--- config.mk ---
export PLATFORM = sky130hd
export DESIGN_NAME = hw_mem_pool
export DESIGN_NICKNAME = d
export VERILOG_FILES = /design/src/rtl/hw_mem_pool.sv
export SDC_FILE = /design/constraint.sdc
export NUM_CORES = 1
export LEC_CHECK = 0
export BUFFER_PORTS_ARGS = -buffer_cell sky130_fd_sc_hd__buf_4
export CELL_PAD_IN_SITES_DETAIL_PLACEMENT = 1
export CELL_PAD_IN_SITES_GLOBAL_PLACEMENT = 1
export CORE_MARGIN = 3
export CORE_UTILIZATION = 45
export DETAILED_ROUTE_END_ITERATION = 8
export HOLD_SLACK_MARGIN = 0.1
export PLACE_DENSITY_LB_ADDON = 0.1
export SLEW_MARGIN = 20
export SYNTH_ARGS = -nofsm -noshare
export SYNTH_HDL_FRONTEND = slang
export SYNTH_SLANG_ARGS = --single-unit
--- constraint.sdc ---
create_clock -name clk -period 7.5 [get_ports clk]
set_input_delay 0.375 -clock clk [delete_from_list [all_inputs] [get_ports clk]]
set_output_delay 0.375 -clock clk [all_outputs]
set_load 0.05 [all_outputs]
--- src/rtl/hw_mem_pool.sv ---
// Free-cell address pool for one GSM ingress port: circular free-list FIFO that self-initialises.
// Optional allocated-bitmap double-free check enabled by defining HM_DOUBLE_FREE_CHK_EN.
module hw_mem_pool #(
   parameter int AWIDTH      = 7,
   parameter int PWIDTH      = 7,
   parameter int POOL_BASE   = 0,
   parameter int FREE_THRESH = 7
) (
   input  logic              clk,
   input  logic              rst_n,
   input  logic              clr,
   input  logic              i_hmp_rd,
   output logic              o_hmp_valid,
   output logic [AWIDTH-1:0] o_hmp_addr,
   input  logic              i_free_en,
   input  logic [AWIDTH-1:0] i_free_addr,
   output logic              o_bf_free_flag,
   output logic [PWIDTH:0]   o_free_cnt,
   output logic              o_init_done,
   output logic [2:0]        o_err
);
   localparam int                POOL_SIZE = 1 << PWIDTH;
   localparam logic [AWIDTH-1:0] BASE_A    = AWIDTH'(POOL_BASE);
   localparam logic [PWIDTH:0]   FULL_CNT  = (PWIDTH+1)'(POOL_SIZE);
   localparam logic [PWIDTH:0]   THRESH    = (PWIDTH+1)'(FREE_THRESH);

   typedef enum logic {ST_INIT, ST_RUN} state_t;
   state_t r_state, w_state_nxt;

   logic [AWIDTH-1:0] r_ram [POOL_SIZE];
   logic [PWIDTH-1:0] r_idx, r_rd_ptr, r_wr_ptr;
   logic [PWIDTH:0]   r_count, r_free_cnt;
   logic              r_bf, r_hmp_valid;
   logic [AWIDTH-1:0] r_hmp_addr;
   logic [2:0]        r_err;

   logic              w_run, w_rd_req, w_empty, w_full, w_pop, w_free_req;
   logic              w_in_range, w_alloc_ok, w_push, w_init_last;
   logic [AWIDTH:0]   w_off;
   logic              w_we;
   logic [PWIDTH-1:0] w_waddr;
   logic [AWIDTH-1:0] w_wdata;

   assign w_run       = (r_state == ST_RUN);
   assign w_rd_req    = w_run & i_hmp_rd & ~clr;
   assign w_empty     = (r_count == '0);
   assign w_full      = (r_count == FULL_CNT);
   assign w_pop       = w_rd_req & ~w_empty;
   assign w_free_req  = w_run & i_free_en & ~clr;
   // Borrow bit and high bits of the offset both land above PWIDTH when out of range
   assign w_off       = {1'b0, i_free_addr} - {1'b0, BASE_A};
   assign w_in_range  = ((w_off >> PWIDTH) == '0);
   assign w_push      = w_free_req & w_in_range & ~w_full & w_alloc_ok;
   assign w_init_last = (r_state == ST_INIT) & (r_idx == '1);

`ifdef HM_DOUBLE_FREE_CHK_EN
   logic [POOL_SIZE-1:0] r_alloc;
   logic [PWIDTH-1:0]    w_fidx;
   logic [AWIDTH-1:0]    w_ret_off;

   assign w_fidx     = w_off[PWIDTH-1:0];
   assign w_ret_off  = r_hmp_addr - BASE_A;
   assign w_alloc_ok = r_alloc[w_fidx];

   // Popped address is only known once the registered read returns, so mark it then
   always_ff @(posedge clk or negedge rst_n) begin
      if (!rst_n) begin
         r_alloc <= '0;
      end else if (clr || r_state == ST_INIT) begin
         r_alloc <= '0;
      end else begin
         if (r_hmp_valid) r_alloc[w_ret_off[PWIDTH-1:0]] <= 1'b1;
         if (w_push)      r_alloc[w_fidx] <= 1'b0;
      end
   end
`else
   assign w_alloc_ok = 1'b1;
`endif

   always_comb begin
      w_state_nxt = r_state;
      if (clr)              w_state_nxt = ST_INIT;
      else if (w_init_last) w_state_nxt = ST_RUN;
   end

   always_ff @(posedge clk or negedge rst_n) begin
      if (!rst_n) r_state <= ST_INIT;
      else        r_state <= w_state_nxt;
   end

   always_comb begin
      w_we    = 1'b0;
      w_waddr = r_wr_ptr;
      w_wdata = i_free_addr;
      if (r_state == ST_INIT) begin
         w_we    = 1'b1;
         w_waddr = r_idx;
         w_wdata = BASE_A + AWIDTH'(r_idx);
      end else if (w_push) begin
         w_we    = 1'b1;
      end
   end

   always_ff @(posedge clk) begin
      if (w_we) r_ram[w_waddr] <= w_wdata;
   end

   always_ff @(posedge clk or negedge rst_n) begin
      if (!rst_n) begin
         r_idx       <= '0;
         r_rd_ptr    <= '0;
         r_wr_ptr    <= '0;
         r_count     <= '0;
         r_free_cnt  <= '0;
         r_bf        <= 1'b0;
         r_hmp_valid <= 1'b0;
         r_hmp_addr  <= '0;
         r_err       <= '0;
      end else if (clr) begin
         r_idx       <= '0;
         r_rd_ptr    <= '0;
         r_wr_ptr    <= '0;
         r_count     <= '0;
         r_free_cnt  <= '0;
         r_bf        <= 1'b0;
         r_hmp_valid <= 1'b0;
         r_hmp_addr  <= '0;
         r_err       <= '0;
      end else begin
         r_hmp_valid <= w_pop;
         if (w_pop) begin
            r_hmp_addr <= r_ram[r_rd_ptr];
            r_rd_ptr   <= r_rd_ptr + PWIDTH'(1);
         end
         if (w_push) r_wr_ptr <= r_wr_ptr + PWIDTH'(1);
         if (r_state == ST_INIT) begin
            r_idx <= r_idx + PWIDTH'(1);
            if (w_init_last) r_count <= FULL_CNT;
         end else begin
            r_count <= r_count + (PWIDTH+1)'(w_push) - (PWIDTH+1)'(w_pop);
         end
         r_err <= r_err | {w_free_req & (~w_in_range | (~w_full & ~w_alloc_ok)),
                           w_free_req & w_in_range & w_full,
                           w_rd_req & w_empty};
         r_free_cnt <= r_count;
         r_bf       <= (r_count >= THRESH);
      end
   end

   assign o_hmp_valid    = r_hmp_valid;
   assign o_hmp_addr     = r_hmp_addr;
   assign o_free_cnt     = r_free_cnt;
   assign o_bf_free_flag = r_bf;
   assign o_init_done    = w_run;
   assign o_err          = r_err;
endmodule

# Yosys cells after proc, flatten, opt, wreduce, memory -nomap -nowiden
# Memories as Yosys holds them, arrays and structs flattened.
# Index checks and enable logic that the tools add are counted.
# Widths: inputs -> output; s select.
[word_totals]
mem_bits_rw = 896
n_memories = 1
input_bits = 12
out_inout_bits = 21
register_bits = 50
elab_cells = 62
[op_classes]
n_bitwise = 14
n_mux = 23
n_reduce_logical = 5
order_cmp = 1
addsub = 5
n_eq_ne = 3
[memory_table]
columns = ["name", "depth", "width", "rd", "rd_clocked_by_memory_dff", "write_ports", "line", "source"]
rows = [
  ["r_ram", 128, 7, 1, 0, 1, "30", "logic [AWIDTH-1:0] r_ram [POOL_SIZE];"],
]
[ops]
columns = ["operator", "count"]
rows = [
  ["$mux 7", 10],
  ["$mux 8", 4],
  ["$add 7x1->7 const B", 3],
  ["$and 1x1->1", 9],
  ["$add 8x1->8", 1],
  ["$eq 8x8->1 const B", 1],
  ["$ge 8x3->1 const B", 1],
  ["$logic_not 8->1", 1],
  ["$mux 1", 8],
  ["$sub 8x1->8", 1],
  ["$eq 7x7->1 const B", 1],
  ["$reduce_bool 2->1", 3],
  ["$not 1->1", 4],
  ["$mux 3", 1],
  ["$or 3x2->3", 1],
  ["$reduce_bool 3->1", 1],
  ["$ne 2x2->1 const B", 1],
]

# Longest topological paths before layout
# Gate-level depths: netlist of the first run.
[logic_depth]
word_depth = 7
depth_mapped = 16
ltp_nobuf = 15

# Least setup slack after synthesis of the first run
# No wires, ideal clock.
[synth_timing]
kind = "reg-to-reg"
from = "reg r_state, in the netlist o_init_done"
to = "mem r_ram[0][6] (data pin)"
t_arrival_ns = 6.461
setup_time_ns = 1.197
path_buffers = 4
slack_ns = -0.157
t_required_ns = 6.303
period_less_slack_ns = 7.657
path_stages_with_launch = 6
cell_sequence = "dfrtp_1 > clkbuf_1 > clkbuf_1 > clkbuf_1 > clkbuf_1 > o21ai_0"
[synth_between]
elab_chain_cells = 1
[synth_lines]
columns = ["item", "line", "source"]
rows = [
  ["start: declaration", "28", "state_t r_state, w_state_nxt;"],
  ["start signal: assignment", "88", "else r_state <= w_state_nxt;"],
  ["$mux 7", "95", "if (r_state == ST_INIT) begin"],
  ["via w_wdata[6]", "42", "logic [AWIDTH-1:0] w_wdata;"],
  ["end: declaration", "30", ""],
]
# The timed path passes the listed nets, and every way through them passes these cells.

# Final worst setup path of the first run
[layout_timing]
from = "reg r_count[4]"
to = "mem r_ram[21][0] (enable)"
[layout_between]
elab_chain_cells = 7
[layout_lines]
columns = ["item", "line", "source"]
rows = [
  ["start: declaration", "32", "logic [PWIDTH:0] r_count, r_free_cnt;"],
  ["start signal: assignment", "140", "r_count <= r_count + (PWIDTH+1)'(w_push) - (PWIDTH+1)'(w_pop);"],
  ["$eq 8x8->1", "47", "assign w_full = (r_count == FULL_CNT);"],
  ["$not 1->1", "--", ""],
  ["$and 1x1->1", "53", "assign w_push = w_free_req & w_in_range & ~w_full & w_alloc_ok;"],
  ["$mux 1", "99", "end else if (w_push) begin"],
  ["$mux 1", "95", ""],
  ["$mux 1", "105", "if (w_we) r_ram[w_waddr] <= w_wdata;"],
  ["$mux 1 (implied by the code)", "105", ""],
]
# No other way between the ends.

==> impl_metrics.csv, run 1 <==
group,metric,value,unit
global_route,antenna_found_initial,1,
finish,area_growth_syn_to_layout,11.6,%
placement,numPortBuffers,31,
route,vias,19156,
global_route,overflow,0,
route,first_pass_iters,5,
timing,tns,0,ns
clock_network,cts_root_buf,"clkbuf_16",
clock_network,htree_levels,3,
yosys,synthArstFlopShare,5.19,%
timing,max_freq,0.256,GHz
die,core,82600,um^2
placement,place_area,39000,um^2
yosys,ys_warn_count,0,
yosys,synth_compound_area_share,4.28,%
yosys,synth_top_family_by_area,"multiplexers",
finish,final_cell_mix,"edfxtp_1 (896), nor2_1 (170), mux4_2 (155)",
die,ios,33,
clock_network,cts_made_buffers,99,
global_route,grt_max_degree,85,
worst_setup_path,arrival,4.17,ns
route,post-route-drc-count,0,
yosys,ys_seq_elements,945,
yosys,synth_area_per_cell,19.4,um^2
clock_network,path_clk_slew,0.06,ns
yosys,synthAdderAreaFrac,0.516,%
hold_path,hold_depth,2,
worst_setup_path,path_max_fanout,14,
global_route,grt_pass1_vias,20322,
yosys,synth_area,37800,um^2
placement,place.gp.congestion,0.806,
worst_setup_path,cp.required,7.76,ns
route,antenna_left,0,
yosys,synth-xor-area-share,0.463,%
timing,min_period_over_period,52.0,%
die,die_h,296,um
power,p_leak,0.0132,uW
run,max_cap_viol_count,0,
worst_setup_path,crit_path_top_delay_cell,"nor2_1",
timing,slew_viol_final,0,
clock_network,clk_latency,0.65,ns
yosys,synth_area_leaders,"edfxtp_1 (71%), mux4_2 (9.2%), dfrtp_1 (3.2%), mux2i_1 (2.5%), mux4_1 (2.4%)",
worst_setup_path,reg2regPathDepth,8,
run_status,outcome,"completed",
timing,skew,0.0286,ns
global_route,track_usage,24.0,%
finish,final_common_cell,"edfxtp_1",
die,start_util,45.7,%
yosys,muxShareOfSynthArea,14.3,%
clock_network,cts_tree,"done",
power,ir_drop,0.000198,V
route,avgRoutedWirePerCell,32.6,um
yosys,ys_seq_area_share,74.4,%
worst_setup_path,cpPeakStageDelay,0.92,ns
worst_setup_path,end_kind,"register",
finish,fin_area,42200,um^2
route,viasPerCell,6.06,
worst_setup_path,start_kind,"register",
yosys,synth_area_leader_cell,"edfxtp_1",
worst_setup_path,worst-setup-path-type,"reg -> reg",
finish,drive_gt1_share,19.1,%
yosys,syn_inst,1948,
yosys,synth_nets,1975,
yosys,yosysUniqueCellTypes,69,
clock_network,ctsResizeCount,0,
timing,worstMarginPinSlew,1.08,ns
global_route,grt_pass1_wl,149000,um
finish,antenna_cells,0,
yosys,synthFlopType,"edfxtp_1",
timing,relSlewSlack,27.7,%
timing,rsz0062_at_grt,"false",
die,rows,105,
hold_path,worst_hold_path_type,"in -> reg",
yosys,synth_edf_count,896,
die,die_w,296,um
placement,dp_hpwl,63300,um
die,dieArea,87500,um^2
route,wl,103000,um
route,dr.first_iter.drc_count,1877,
timing,hold_violations,0,
finish,fin_nets,2036,
clock_network,cts_buffer_depth,3,
clock_network,clock_sinks,945,
yosys,synth_top_area_share,71.2,%
power,p_per_area,256,nW/um^2
timing,final.min_clock_period,3.90,ns
worst_setup_path,r2r_slack,3.60,ns
yosys,synth-simple-area-share,3.74,%
timing,finalSetupViolCount,0,
worst_setup_path,crit_chain,"inv_1 -> ha_1 -> and4bb_2 -> a21oi_1 -> buf_4 -> nand2b_1 -> nand3_2 -> nor2_1",
[registers in the layout, summed over array words and instances (netlist names), 2 cells and up]
signal,cells
o_hmp_addr,7
r_idx,7
r_rd_ptr,7
r_wr_ptr,7
o_err,2
r_ram,896
o_free_cnt,8
r_count,8
[routing by layer]
layer / global-route usage [%] / vias to the layer above / share of wire, % / wire length (um)
li1: - / 8092 / - / -
met5: 0 / - / 0.013 / 13
met3: 3.98 / 166 / 5.8 / 5960
met1: 33.8 / 10328 / 43 / 44100
met2: 38.6 / 568 / 48 / 49700
met4: 7.70 / 2 / 3.2 / 3290
[cells in the mapped netlist, drive strengths merged (2+ instances only)]
cell / n
edfxtp: 896
mux4: 189
nor2: 170
mux2i: 96
nand2: 68
buf: 64
dfrtp: 49
clkbuf: 45
a21oi: 44
o21ai: 31
nand3: 30
a22oi: 29
a221oi: 20
inv: 20
o221ai: 18
a22o: 15
ha: 14
a211oi: 13
nand2b: 12
nor2b: 11
o22ai: 11
xnor2: 10
xor2: 10
nand4: 8
a311oi: 7
a21o: 5
mux2: 5
nand3b: 5
o2111ai: 4
o32ai: 4
or3: 4
a2111oi: 3
a32oi: 3
a41oi: 3
and2: 3
nor3: 3
nor4: 3
o21bai: 3
a32o: 2
o211ai: 2
or2: 2
[critical path, delay by kind of cell (launching register included)]
kind	cells	cell delay, ns
AO/OA/AOI/OAI	1	0.16
adder cells (fa/ha/maj)	1	0.22
buffers and inverters	2	0.29
flip-flops	1	0.38
AND/OR/NAND/NOR	4	2.45
[final cells by class]
class / instances / area, um^2
fill: 7324 / 40400
sequential: 945 / 28100
multi-input combinational: 873 / 8910
clock buffer: 128 / 2640
tap: 1070 / 1340
timing repair buffer: 69 / 551
clock inverter: 53 / 539
inverter: 21 / 78.8
[power by group]
group          internal, uW  switching [uW]
clock                  2820            2030
combinational          25.2             145
sequential             5770            7.26
[kinds of logic after synthesis]
logic type                 Yosys count
and+or+nand+nor                    324
AOI/OAI and AO/OA                  223
xor gates and xnor gates            20
muxes                              290
adders and majority gates           15
DFF                                945
other                                1
buffers and inverters              130
[stage by stage]
| stage | hold slack (ns) | util [%] | cells | worst slack (ns) | power [uW] |
|---|---|---|---|---|---|
| 5_1_grt | 0.172 | 51.1 | 3159 | 3.37 | 11100 |
| 3_3_place_gp | 0.463 | 47.2 | 2975 | 3.56 | 6050 |
| 3_5_place_dp | 0.478 | 47.2 | 2975 | 3.59 | 6060 |
| 4_1_cts | 0.134 | 51.1 | 3159 | 3.51 | 10900 |
| 6_report | 0.155 | 51.1 | 3159 | 3.60 | 10800 |
| 2_1_floorplan | 0.0794 | - | 1948 | 2.04 | 5960 |
[repair_timing]
action                     CTS  global route
hold endpoints to repair    51             0
setup buffers                0             0
hold buffers                 3             0
setup endpoints to repair    0             0
[final timing paths]
kind,start,endpoint
max in group asynchronous,rst_n,r_rd_ptr[0]
hold / removal,clr,o_free_cnt[6]
setup / recovery,r_count[4],r_ram[21][0]
hold reg to reg,r_count[6],r_count[6]
min in group asynchronous,rst_n,o_free_cnt[4]
setup reg to reg,r_count[4],r_ram[21][0]
Power figures use the tool's default switching activity.
==> inputs of run 2 (changes only) <==
==> constraint.sdc (replaced) <==
create_clock -name clk -period 3.9 [get_ports clk]
set_input_delay 0.195 -clock clk [delete_from_list [all_inputs] [get_ports clk]]
set_output_delay 0.195 -clock clk [all_outputs]
set_load 0.05 [all_outputs]
==> impl_metrics.csv, run 2 (synthesized netlist as in run 1, its figures left out) <==
group,metric,value,unit
finish,final_common_cell,"edfxtp_1",
timing,finalSetupViolCount,0,
global_route,grt_pass1_wl,150000,um
finish,final_cell_mix,"edfxtp_1 (896), buf_4 (192), nor2_1 (169)",
timing,layout_setup_ws,0.562,ns
worst_setup_path,path_max_fanout,38,
global_route,track_usage,23.8,%
run_status,outcome,"completed",
clock_network,cts_root_buf,"clkbuf_16",
clock_network,cts_buffer_depth,3,
timing,relSlewSlack,24.1,%
worst_setup_path,crit_path_top_delay_cell,"a211oi_1",
clock_network,path_clk_slew,0.06,ns
global_route,grt_max_degree,100,
worst_setup_path,start_kind,"register",
placement,dp_slack,0.608,ns
worst_setup_path,critPathTopFamily,"compound AO/OA/AOI/OAI gates",
placement,dp_hpwl,65000,um
route,vias,19894,
route,first_pass_iters,5,
die,start_util,45.7,%
clock_network,htree_levels,3,
power,p_per_area,491,nW/um^2
timing,rsz0062_at_grt,"false",
global_route,overflow,0,
finish,nFillCells,7322,
finish,seq_area,28100,um^2
worst_setup_path,cpPeakStageDelay,0.89,ns
worst_setup_path,crit_buf_inv,2,
clock_network,cts_made_buffers,99,
clock_network,cts_tree,"done",
clock_network,clock_sinks,945,
global_route,antenna_found_initial,0,
run,max_cap_viol_count,0,
route,wl,103000,um
power,ir_drop,0.000450,V
placement,numPortBuffers,31,
worst_setup_path,worst-setup-path-type,"reg -> reg",
worst_setup_path,end_kind,"register",
timing,max_freq,0.300,GHz
die,core,82600,um^2
worst_setup_path,reg2reg_from,"r_rd_ptr[1]",
route,avgRoutedWirePerCell,31.1,um
route,antenna_left,0,
power,p_leak,0.0141,uW
placement,place.gp.congestion,0.809,
worst_setup_path,cp.required,4.44,ns
finish,largest-register,"r_ram",
finish,area_growth_syn_to_layout,15.8,%
timing,worstMarginPinSlew,1.13,ns
finish,drive_gt1_share,24.7,%
worst_setup_path,cp_common_cell,"a211oi_1",
route,dr.first_iter.drc_count,1880,
worst_setup_path,r2r_slack,0.56,ns
die,ios,33,
clock_network,clk_latency,0.67,ns
route,post-route-drc-count,0,
finish,fin_nets,2180,
die,rows,105,
finish,multi_input_area,8900,um^2
timing,hold_violations,0,
worst_setup_path,arrival,3.88,ns
die,die_h,296,um
timing,skew,0.0335,ns
global_route,grt_pass1_vias,20772,
die,die_w,296,um
timing,min_period_over_period,85.6,%
worst_setup_path,reg2regPathDepth,8,
route,viasPerCell,6.01,
worst_setup_path,crit_chain,"buf_12 -> nand3_1 -> buf_4 -> o221ai_1 -> a211oi_1 -> a211oi_1 -> a211oi_1 -> a211oi_1",
finish,largest_reg_flops,896,
timing,final.min_clock_period,3.34,ns
timing,whs,0.140,ns
hold_path,worst_hold_path_type,"in -> async",
timing,slew_viol_final,0,
worst_setup_path,r2r_end,"o_hmp_addr[6]",
die,dieArea,87500,um^2
-- run 2: report_power, final --
group / internal [uW] / leakage [uW] / total [uW] / switching [uW]
Combinational: 65.9 / 0.00347 / 357 / 291
Sequential: 11100 / 0.00894 / 11100 / 11.3
Clock: 6030 / 0.00171 / 10000 / 3990
-- run 2: worst max-delay path by stage --
stage | start | end | slack (ns) | depth (start not counted)
floorplan | o_init_done | r_ram[0][1] | -0.02 | 6
global placement | r_count[4] | r_count[6] | 0.66 | 15
detailed placement | r_rd_ptr[1] | o_hmp_addr[6] | 0.61 | 8
CTS | r_rd_ptr[1] | o_hmp_addr[6] | 0.58 | 8
global route | r_count[4] | r_count[6] | 0.39 | 15
finish | r_rd_ptr[1] | o_hmp_addr[6] | 0.56 | 8
-- run 2: metal layers --
metal	track usage [%]	up-vias	wire length [um]
met5	0	-	0
met4	5.90	0	2460
met3	3.55	149	5840
met2	38.2	627	49700
met1	34.8	10731	44800
li1	-	8387	-
-- run 2: layout make-up --
type	count	share of cell area, %
Clock buffer	120	5.93
Clock inverter	66	2.02
Antenna cell	1	0.00572
Sequential cell	945	64.3
Tap cell	1070	3.06
Multi-Input combinational cell	873	20.3
Inverter	21	0.180
Timing Repair Buffer	213	4.16
-- run 2: through the flow --
| step | std cells | utilization [%] | area [um^2] | power (uW) | TNS, ns |
|---|---|---|---|---|---|
| finish | 3309 | 53.0 | 43800 | 21500 | 0 |
| global route | 3308 | 53.0 | 43800 | 22100 | 0 |
| CTS | 3308 | 52.9 | 43700 | 21700 | 0 |
| detailed placement | 3118 | 48.7 | 40200 | 11700 | 0 |
| global placement | 3118 | 48.7 | 40200 | 11700 | 0 |
| floorplan | 1948 | - | 37800 | 11500 | -7.45 |
-- run 2: what timing repair did --
item,in CTS,in global routing
hold buffers,4,0
endpoints found under the hold margin,72,0
buffers inserted,0,0
resized for setup,0,0
endpoints found under the setup margin,0,0
